===== src/rtl/otter_cu_fsm_if.sv =====
// rtl/otter_cu_fsm_if.sv - instruction/memory/interrupt inputs and control strobes of the OTTER control FSM
interface otter_cu_fsm_if;
    logic [6:0] ir_opcode;
    logic [2:0] ir_funct;
    logic       mem_rdy;
    logic       intr;
    logic       mie;
    logic       pc_write;
    logic       reg_write;
    logic       csr_we;
    logic       mem_rden1;
    logic       mem_rden2;
    logic       mem_we2;
    logic       mret_exec;
    logic       int_taken;
    logic       illegal;
    logic       bus_err;
    logic [2:0] state;

    modport master (
        input  ir_opcode, ir_funct, mem_rdy, intr, mie,
        output pc_write, reg_write, csr_we, mem_rden1, mem_rden2, mem_we2,
               mret_exec, int_taken, illegal, bus_err, state
    );

    modport slave (
        output ir_opcode, ir_funct, mem_rdy, intr, mie,
        input  pc_write, reg_write, csr_we, mem_rden1, mem_rden2, mem_we2,
               mret_exec, int_taken, illegal, bus_err, state
    );
endinterface


===== src/rtl/otter_cu_fsm.sv =====
// rtl/otter_cu_fsm.sv - OTTER multicycle control FSM; define CU_FSM_INTR_EN to enable interrupt entry
module otter_cu_fsm #(
    parameter int INIT_CYCLES = 1,
    parameter int WAIT_LIMIT  = 16
) (
    input  logic            clk_i,
    input  logic            rst_n_i,
    otter_cu_fsm_if.master  bus
);

    typedef enum logic [2:0] {
        S_INIT  = 3'd0,
        S_FETCH = 3'd1,
        S_EXEC  = 3'd2,
        S_WB    = 3'd3,
        S_INTR  = 3'd4
    } state_e;

    localparam int IW = (INIT_CYCLES > 1) ? $clog2(INIT_CYCLES) : 1;
    localparam int SW = (WAIT_LIMIT > 0) ? $clog2(WAIT_LIMIT + 1) : 1;
    localparam logic [IW-1:0] INIT_LAST = IW'(INIT_CYCLES - 1);
    localparam logic [SW-1:0] STALL_LIM = SW'(WAIT_LIMIT);

    state_e          state_q, state_d;
    logic [IW-1:0]   init_cnt_q, init_cnt_d;
    logic [SW-1:0]   stall_cnt_q, stall_cnt_d;

    logic is_alu, is_branch, is_store, is_load, is_sys;
    logic mem_op, timeout, intr_go;
    state_e done_next;

    always_comb begin
        is_alu    = 1'b0;
        is_branch = 1'b0;
        is_store  = 1'b0;
        is_load   = 1'b0;
        is_sys    = 1'b0;
        case (bus.ir_opcode)
            7'b0110011, 7'b0010011, 7'b0110111,
            7'b0010111, 7'b1101111, 7'b1100111: is_alu    = 1'b1;
            7'b1100011:                         is_branch = 1'b1;
            7'b0100011:                         is_store  = 1'b1;
            7'b0000011:                         is_load   = 1'b1;
            7'b1110011:                         is_sys    = 1'b1;
            default: ;
        endcase
    end

    assign mem_op  = is_load | is_store;
    // Ready on the limit cycle still completes normally, so timeout requires mem_rdy low.
    assign timeout = (WAIT_LIMIT != 0) && mem_op && !bus.mem_rdy && (stall_cnt_q == STALL_LIM);

`ifdef CU_FSM_INTR_EN
    assign intr_go = bus.intr & bus.mie;
`else
    logic unused_intr;
    assign unused_intr = bus.intr ^ bus.mie;
    assign intr_go     = 1'b0;
`endif

    assign done_next = intr_go ? S_INTR : S_FETCH;

    always_ff @(posedge clk_i or negedge rst_n_i) begin
        if (!rst_n_i) begin
            state_q     <= S_INIT;
            init_cnt_q  <= '0;
            stall_cnt_q <= '0;
        end else begin
            state_q     <= state_d;
            init_cnt_q  <= init_cnt_d;
            stall_cnt_q <= stall_cnt_d;
        end
    end

    always_comb begin
        state_d     = state_q;
        init_cnt_d  = '0;
        stall_cnt_d = stall_cnt_q;
        case (state_q)
            S_INIT: begin
                if (init_cnt_q == INIT_LAST) begin
                    state_d = S_FETCH;
                end else begin
                    init_cnt_d = init_cnt_q + 1'b1;
                end
            end
            S_FETCH: begin
                state_d     = S_EXEC;
                stall_cnt_d = '0;
            end
            S_EXEC: begin
                if (!mem_op) begin
                    state_d = done_next;
                end else if (bus.mem_rdy) begin
                    state_d = is_load ? S_WB : done_next;
                end else if (timeout) begin
                    state_d = done_next;
                end else if (stall_cnt_q != '1) begin
                    stall_cnt_d = stall_cnt_q + 1'b1;
                end
            end
            S_WB:   state_d = done_next;
            S_INTR: state_d = S_FETCH;
            default: begin
                state_d     = S_INIT;
                stall_cnt_d = '0;
            end
        endcase
    end

    always_comb begin
        bus.pc_write  = 1'b0;
        bus.reg_write = 1'b0;
        bus.csr_we    = 1'b0;
        bus.mem_rden1 = 1'b0;
        bus.mem_rden2 = 1'b0;
        bus.mem_we2   = 1'b0;
        bus.mret_exec = 1'b0;
        bus.int_taken = 1'b0;
        bus.illegal   = 1'b0;
        bus.bus_err   = 1'b0;
        bus.state     = state_q;
        case (state_q)
            S_INIT: ;
            S_FETCH: bus.mem_rden1 = 1'b1;
            S_EXEC: begin
                if (is_alu) begin
                    bus.reg_write = 1'b1;
                    bus.pc_write  = 1'b1;
                end else if (is_branch) begin
                    bus.pc_write  = 1'b1;
                end else if (timeout) begin
                    bus.bus_err   = 1'b1;
                    bus.pc_write  = 1'b1;
                end else if (is_store) begin
                    bus.mem_we2   = 1'b1;
                    bus.pc_write  = bus.mem_rdy;
                end else if (is_load) begin
                    bus.mem_rden2 = 1'b1;
                end else if (is_sys) begin
                    bus.pc_write  = 1'b1;
                    if (bus.ir_funct == 3'b000) begin
                        bus.mret_exec = 1'b1;
                    end else begin
                        bus.csr_we    = 1'b1;
                        bus.reg_write = 1'b1;
                    end
                end else begin
                    bus.illegal  = 1'b1;
                    bus.pc_write = 1'b1;
                end
            end
            S_WB: begin
                bus.reg_write = 1'b1;
                bus.pc_write  = 1'b1;
            end
            S_INTR: begin
`ifdef CU_FSM_INTR_EN
                bus.int_taken = 1'b1;
                bus.pc_write  = 1'b1;
`endif
            end
            default: bus.state = S_INIT;
        endcase
    end

endmodule


===== src/flat_wrapper.sv =====
// flat-port wrapper written by rule: the top's interface ports become plain ports
module otter_cu_fsm_flat 
#(
    parameter int INIT_CYCLES = 1,
    parameter int WAIT_LIMIT  = 16
)
  (clk_i, rst_n_i, bus_ir_opcode, bus_ir_funct, bus_mem_rdy, bus_intr, bus_mie, bus_pc_write, bus_reg_write, bus_csr_we, bus_mem_rden1, bus_mem_rden2, bus_mem_we2, bus_mret_exec, bus_int_taken, bus_illegal, bus_bus_err, bus_state);
  otter_cu_fsm_if bus_i ();
  input  logic clk_i;
  input  logic rst_n_i;
  input wire logic [$bits(bus_i.ir_opcode)-1:0] bus_ir_opcode;
  input wire logic [$bits(bus_i.ir_funct)-1:0] bus_ir_funct;
  input wire logic [$bits(bus_i.mem_rdy)-1:0] bus_mem_rdy;
  input wire logic [$bits(bus_i.intr)-1:0] bus_intr;
  input wire logic [$bits(bus_i.mie)-1:0] bus_mie;
  output wire logic [$bits(bus_i.pc_write)-1:0] bus_pc_write;
  output wire logic [$bits(bus_i.reg_write)-1:0] bus_reg_write;
  output wire logic [$bits(bus_i.csr_we)-1:0] bus_csr_we;
  output wire logic [$bits(bus_i.mem_rden1)-1:0] bus_mem_rden1;
  output wire logic [$bits(bus_i.mem_rden2)-1:0] bus_mem_rden2;
  output wire logic [$bits(bus_i.mem_we2)-1:0] bus_mem_we2;
  output wire logic [$bits(bus_i.mret_exec)-1:0] bus_mret_exec;
  output wire logic [$bits(bus_i.int_taken)-1:0] bus_int_taken;
  output wire logic [$bits(bus_i.illegal)-1:0] bus_illegal;
  output wire logic [$bits(bus_i.bus_err)-1:0] bus_bus_err;
  output wire logic [$bits(bus_i.state)-1:0] bus_state;
  assign bus_i.ir_opcode = bus_ir_opcode;
  assign bus_i.ir_funct = bus_ir_funct;
  assign bus_i.mem_rdy = bus_mem_rdy;
  assign bus_i.intr = bus_intr;
  assign bus_i.mie = bus_mie;
  assign bus_pc_write = bus_i.pc_write;
  assign bus_reg_write = bus_i.reg_write;
  assign bus_csr_we = bus_i.csr_we;
  assign bus_mem_rden1 = bus_i.mem_rden1;
  assign bus_mem_rden2 = bus_i.mem_rden2;
  assign bus_mem_we2 = bus_i.mem_we2;
  assign bus_mret_exec = bus_i.mret_exec;
  assign bus_int_taken = bus_i.int_taken;
  assign bus_illegal = bus_i.illegal;
  assign bus_bus_err = bus_i.bus_err;
  assign bus_state = bus_i.state;
  otter_cu_fsm #(.INIT_CYCLES(INIT_CYCLES), .WAIT_LIMIT(WAIT_LIMIT)) u_core (.clk_i(clk_i), .rst_n_i(rst_n_i), .bus(bus_i));
endmodule

===== config.mk =====
export PLATFORM = sky130hd
export DESIGN_NAME = otter_cu_fsm_flat
export DESIGN_NICKNAME = d
export VERILOG_FILES = /design/src/rtl/otter_cu_fsm_if.sv /design/src/rtl/otter_cu_fsm.sv /design/src/flat_wrapper.sv
export SDC_FILE = /design/constraint.sdc
export NUM_CORES = 1
export LEC_CHECK = 0
export ABC_AREA = 0
export BUFFER_PORTS_ARGS = -buffer_cell sky130_fd_sc_hd__buf_2
export CAP_MARGIN = 20
export CORE_UTILIZATION = 47
export DETAILED_ROUTE_END_ITERATION = 8
export GPL_ROUTABILITY_DRIVEN = 0
export PLACE_DENSITY = 0.77
export SLEW_MARGIN = 20
export SYNTH_ARGS = -nofsm -noshare
export SYNTH_HDL_FRONTEND = slang
export SYNTH_SLANG_ARGS = --single-unit
export TNS_END_PERCENT = 1

===== constraint.sdc =====
create_clock -name clk_i -period 3.1 [get_ports clk_i]
set_input_delay 0.93 -clock clk_i [delete_from_list [all_inputs] [get_ports clk_i]]
set_output_delay 0.93 -clock clk_i [all_outputs]
set_load 0.01 [all_outputs]

==> impl_metrics.py, run 1 <==
metrics = {
    "floorplanning": {
        "core_um2": 1370,
        "fp.dieW_um": 41.5,
        "dieArea_um2": 1720,
        "rows": 13,
        "die_h_um": 41.5,
        "initial_core_util_pct": 53.6,
        "io_pins": 28,
    },
    "worst_setup_path": {
        "crit_slowest_cell": "and4bb_1",
        "cp_common_cell": "buf_2",
        "startpoint_type": "input port",
        "cp_max_fo": 7,
        "critical_path_required_ns": 2.17,
        "arrival_ns": 2.00,
        "worstPathCellList": "buf_2 > and4bb_1 > buf_4 > nand3_2 > nor3b_1 > buf_2",
        "cp-end-kind": "output pin",
        "crit_type": "input port to output pin",
        "max_stage_delay_ns": 0.28,
    },
    "clock_network": {
        "cts_hold_buf": 0,
        "cts_tree": "built",
        "post_cts_resized": 0,
        "root_buffer": "clkbuf_4",
        "clk_latency_ns": 0.24,
        "htreeDepth": 1,
        "clkSinkCount": 7,
        "clk_pin_slew_ns": 0.05,
        "cts_made_buffers": 3,
        "postCtsSetupBuffers": 0,
        "clock_path_buffers": 2,
    },
    "detailed_routing": {
        "vias_per_cell": 5.66,
        "wl_met2_um": 694,
        "drtIter0Drc": 9,
        "ant_nets": 0,
        "top_layer": "met4",
        "firstDrtPassIters": 4,
        "met1Wirelength_um": 693,
        "wl_per_cell_um": 12.0,
        "wl_mm": 1.48,
        "drc": 0,
        "wl_met3_um": 79,
        "num_vias": 696,
    },
    "synthesis": {
        "synthFlopType": "dfrtp_1",
        "async_flop_share_pct": 100,
        "syn_area_um2": 732,
        "synth_edf_count": 0,
        "ys_warn_count": 0,
        "synth-compound-area-share_pct": 16.8,
        "yosys.area_share.simple_pct": 35.9,
        "avgSynthCellArea_um2": 8.82,
        "synthCells": 83,
        "ys_seq_elements": 7,
        "synth_top_family_by_area": "simple AND/OR/NAND/NOR gates",
        "synth_seq_area_share_pct": 23.9,
        "synth_xor_area_share_pct": 0,
        "ys_types": 39,
        "muxShareOfSynthArea_pct": 2.05,
        "synth_fa_ha_area_share_pct": 13.7,
    },
    "sta": {
        "fin_setup_tns_ns": 0,
        "whs_ns": 0.508,
        "period_share_pct": 94.5,
        "max_freq_ghz": 0.341,
        "rsz0062_at_grt": "no",
        "skew_ns": 0.00162,
        "slew_violations": 0,
        "hold_violations": 0,
        "finalSetupViolCount": 0,
        "min_period_ns": 2.93,
    },
    "pwr": {
        "total_power_uw": 206,
        "clock_power_share_pct": 37.1,
        "swShare_pct": 24.1,
        "ir_drop_mv": 0.194,
        "power.density_nw_per_um2": 235,
        "p_seq_share_pct": 44.8,
        "p_leak_nw": 0.488,
        "internal_power_uw": 156,
        "combPwrFrac_pct": 18.1,
        "power_switching_uw": 49.8,
    },
    "global_routing": {
        "grt_max_degree": 12,
        "first_global_vias": 613,
        "grtUsageTotal_pct": 19.4,
        "grt_pass1_wl_mm": 2.62,
        "gr-total-overflow": 0,
        "antenna_found_initial": 0,
    },
    "finish": {
        "nFillCells": 118,
        "instances_no_fill": 123,
        "fin_area_um2": 877,
        "area_delta_synth_final_pct": 19.8,
        "antenna_cells": 0,
        "drive_gt1_share_pct": 30.6,
        "fin_nets": 132,
    },
    "place": {
        "dp_cells": 119,
        "hpwl_mm": 1.21,
        "placed_area_um2": 851,
        "portBuffers": 23,
    },
    "flow_run": {
        "maxCapViolCount": 0,
    },
    "worst_hold_path": {
        "hp-class": "input port to async pin",
    },
    "status": {
        "status": "finished, final reports clean",
    },
}
==> cells by family after synthesis <==
kind of cell,after synthesis
simple gates,39
compound gates,16
buf+inv,11
fa+ha+maj,8
flops,7
mux,1
other cells,1
==> per-layer routing <==
metal  global-route usage [%]  vias to the layer above
li1                         -                      352
met1                     25.8                      321
met2                     30.3                       21
met3                     3.04                        2
met4                     9.68                        0
met5                        0                        -
==> cell usage after synthesis (all sizes together) (3+ instances only) <==
master / number / area (µm²)
dfrtp: 7 / 175
buf: 3 / 22.5
a21oi: 3 / 15.0
ha: 8 / 100
and3: 3 / 20.0
nor2: 6 / 22.5
nand3: 7 / 40.0
nor3: 3 / 15.0
nand2: 3 / 11.3
nor4: 4 / 40.0
inv: 7 / 26.3
==> state kept, by name, summed over array words and instances, names as in the netlist <==
signal and count:
u_core.state_q 2, u_core.stall_cnt_q 5
==> power by group through the flow <==
stage | Clock, mW | Sequential, mW | Combinational (mW)
after floorplan | 0 | 0.0938 | 0.0204
after global placement | 0 | 0.0938 | 0.0361
after detailed placement | 0 | 0.0938 | 0.0371
after CTS | 0.0796 | 0.0924 | 0.0374
after global routing | 0.0873 | 0.0923 | 0.0418
final | 0.0764 | 0.0924 | 0.0373
==> final cells by class <==
cell class	instances	area, µm²	share of cell area [%]
clock buffer	4	26.3	3.00
tap	15	18.8	2.14
sequential	7	175	20.0
inverter	7	26.3	3.00
timing repair buffer	24	123	14.0
multi-input combinational	66	508	57.9
==> per-stage QoR <==
stage / setup WS [ns] / util [%]
2_1_floorplan: 0.328 / -
3_3_place_gp: 0.201 / 62.3
3_5_place_dp: 0.182 / 62.3
4_1_cts: 0.172 / 64.2
5_1_grt: 0.0915 / 64.2
6_report: 0.170 / 64.2
==> critical path, delay by kind of cell <==
kind	cells	cell delay (ns)
buf+inv	3	0.44
simple gates	3	0.63
==> worst paths after layout <==
path / from / endpoint / slack [ns] / depth (start not counted)
worst max-delay path: bus_ir_opcode[2] / bus_bus_err / 0.17 / 6
worst min register to register: u_core.stall_cnt_q[1]$_DFFE_PN0P_ / u_core.stall_cnt_q[1]$_DFFE_PN0P_ / 0.55 / 1
min in group clk_i: u_core.stall_cnt_q[1]$_DFFE_PN0P_ / u_core.stall_cnt_q[1]$_DFFE_PN0P_ / 0.55 / 1
worst min-delay path: rst_n_i / u_core.state_q[0]$_DFFE_PN0P_ / 0.51 / 1
worst max register to register: u_core.stall_cnt_q[0]$_DFFE_PN0P_ / u_core.stall_cnt_q[0]$_DFFE_PN0P_ / 0.99 / 7
max in group asynchronous: rst_n_i / u_core.stall_cnt_q[3]$_DFFE_PN0P_ / 2.45 / 1
==> placed cells by master (no fill, tap or decap), drive strengths merged, types with 2 or more instances in the layout <==
cell,instances
inv,7
a21o,2
nor2,6
nor3,3
buf,24
or2,2
nor2b,2
and4bb,2
dfrtp,7
and3,3
nand3,7
a21oi,3
ha,8
nor4,4
clkbuf,4
conb,2
nand2b,2
nand2,3
(Power assumes the default switching activity.)
==> run 2, diff against run 1 <==
- CORE_UTILIZATION: 47 -> 51
- PLACE_DENSITY: 0.77 -> 0.83
- clock period: 3.1 -> 3.6 ns (I/O delays scaled with it)
==> impl_metrics.py, run 2 (synthesis results as in run 1) <==
metrics = {
    "worst_hold_path": {
        "worstHoldEndpoint": "u_core.stall_cnt_q[1]$_DFFE_PN0P_",
        "hold-path-cell-count": 1,
        "hold_start": "u_core.stall_cnt_q[1]$_DFFE_PN0P_",
        "hp-class": "flip-flop to flip-flop",
    },
    "sta": {
        "rsz0062_at_grt": "no",
        "max_freq_ghz": 0.299,
        "min_period_ns": 3.35,
        "fin_setup_tns_ns": 0,
        "period_share_pct": 93.0,
        "slew_violations": 0,
        "finalSetupViolCount": 0,
        "skew_ns": 0.000351,
        "hold_violations": 0,
    },
    "floorplanning": {
        "rows": 13,
        "dieArea_um2": 1590,
        "die_h_um": 39.9,
        "core_um2": 1320,
        "initial_core_util_pct": 55.6,
        "io_pins": 28,
        "fp.dieW_um": 39.9,
    },
    "clock_network": {
        "cts_tree": "built",
        "htreeDepth": 1,
        "clock_path_buffers": 2,
        "postCtsSetupBuffers": 0,
        "cts_made_buffers": 3,
        "root_buffer": "clkbuf_4",
        "post_cts_resized": 0,
        "clk_pin_slew_ns": 0.05,
        "clk_latency_ns": 0.25,
        "clkSinkCount": 7,
        "cts_hold_buf": 0,
    },
    "detailed_routing": {
        "num_vias": 677,
        "vias_per_cell": 5.50,
        "wl_per_cell_um": 11.7,
        "drc": 0,
        "ant_nets": 0,
        "drtIter0Drc": 12,
        "firstDrtPassIters": 4,
        "wl_mm": 1.44,
    },
    "pwr": {
        "p_leak_nw": 0.488,
        "p_seq_share_pct": 44.3,
        "power.density_nw_per_um2": 205,
        "internal_power_uw": 135,
        "power_switching_uw": 44.9,
        "swShare_pct": 25.0,
        "combPwrFrac_pct": 17.8,
        "ir_drop_mv": 0.189,
        "clock_power_share_pct": 37.8,
    },
    "worst_setup_path": {
        "rr_worst_depth": 7,
        "timing.rr.end": "u_core.stall_cnt_q[0]$_DFFE_PN0P_",
        "cp-end-kind": "output pin",
        "cp_max_fo": 6,
        "arrival_ns": 2.27,
        "r2r_start": "u_core.stall_cnt_q[0]$_DFFE_PN0P_",
        "crit_type": "input port to output pin",
        "startpoint_type": "input port",
        "r2r_slack_ns": 1.50,
        "critical_path_required_ns": 2.52,
    },
    "finish": {
        "largest-register": "u_core.stall_cnt_q",
        "most-common-layout-cells": "buf_2, ha_1, inv_1, dfrtp_1",
        "final_util_pct": 66.6,
        "final_common_cell": "buf_2",
        "regArea_um2": 175,
        "area_delta_synth_final_pct": 19.8,
        "antenna_cells": 0,
        "drive_gt1_share_pct": 30.6,
        "nFillCells": 123,
        "multi_input_area_um2": 508,
        "largest_reg_flops": 5,
        "reg_top3": "u_core.stall_cnt_q x5, u_core.state_q x2",
        "fin_nets": 132,
    },
    "global_routing": {
        "grt_pass1_wl_mm": 2.10,
        "antenna_found_initial": 0,
        "grtUsageTotal_pct": 20.3,
        "grt_max_degree": 12,
        "gr-total-overflow": 0,
        "first_global_vias": 528,
    },
    "place": {
        "hpwl_mm": 1.15,
        "portBuffers": 23,
    },
    "flow_run": {
        "maxCapViolCount": 0,
    },
    "status": {
        "status": "finished, final reports clean",
    },
}
[run 2: cell counts in the layout (fill, tap and decap cells not counted)]
No cell type changed its count.
[run 2: routing by layer]
metal,global-route usage [%],up-vias,routed length [µm]
met5,0,-,0
met4,13.8,0,19
met3,4.55,2,54
met2,32.3,19,698
met1,23.8,307,669
li1,-,349,-
[run 2: how the worst max path moves through the flow]
stage / from / slack, ns / endpoint / cells past startpoint
final: bus_ir_opcode[2] / 0.25 / bus_pc_write / 6
after global placement: bus_ir_opcode[2] / 0.28 / bus_pc_write / 6
after global routing: bus_ir_opcode[2] / 0.19 / bus_pc_write / 6
after detailed placement: bus_ir_opcode[2] / 0.26 / bus_pc_write / 6
after CTS: bus_ir_opcode[2] / 0.25 / bus_pc_write / 6
after floorplan: bus_ir_opcode[2] / 0.53 / bus_pc_write / 5
[run 2: worst max-delay path: stages]
cell,delay (ns)
buf_2,0.11
and4bb_1,0.40
nand2_1,0.10
a211o_1,0.27
a21o_1,0.18
buf_2,0.13
[run 2: final cells by class]
class	instances	share of cell area, %
well taps	15	2.14
repair buffers	24	14.0
inverters	7	3.00
flip-flops and latches	7	20.0
multi-input cells	66	57.9
clock buffers	4	3.00
[run 2: power by group through the flow]
stage	sequential (mW)	clock [mW]	combinational (mW)
2_1_floorplan	0.0807	0	0.0176
3_3_place_gp	0.0808	0	0.0310
3_5_place_dp	0.0808	0	0.0318
4_1_cts	0.0796	0.0722	0.0320
5_1_grt	0.0796	0.0723	0.0356
6_report	0.0796	0.0679	0.0320
[run 2: stage by stage]
step	hold slack, ns	total power, mW	setup WS [ns]	cell area (µm²)	std cells
CTS	0.556	0.184	0.250	877	123
global placement	0.531	0.112	0.284	851	119
detailed placement	0.537	0.113	0.262	851	119
finish	0.550	0.180	0.254	877	123
floorplan	0.505	0.0983	0.528	736	84
global route	0.560	0.187	0.192	877	123
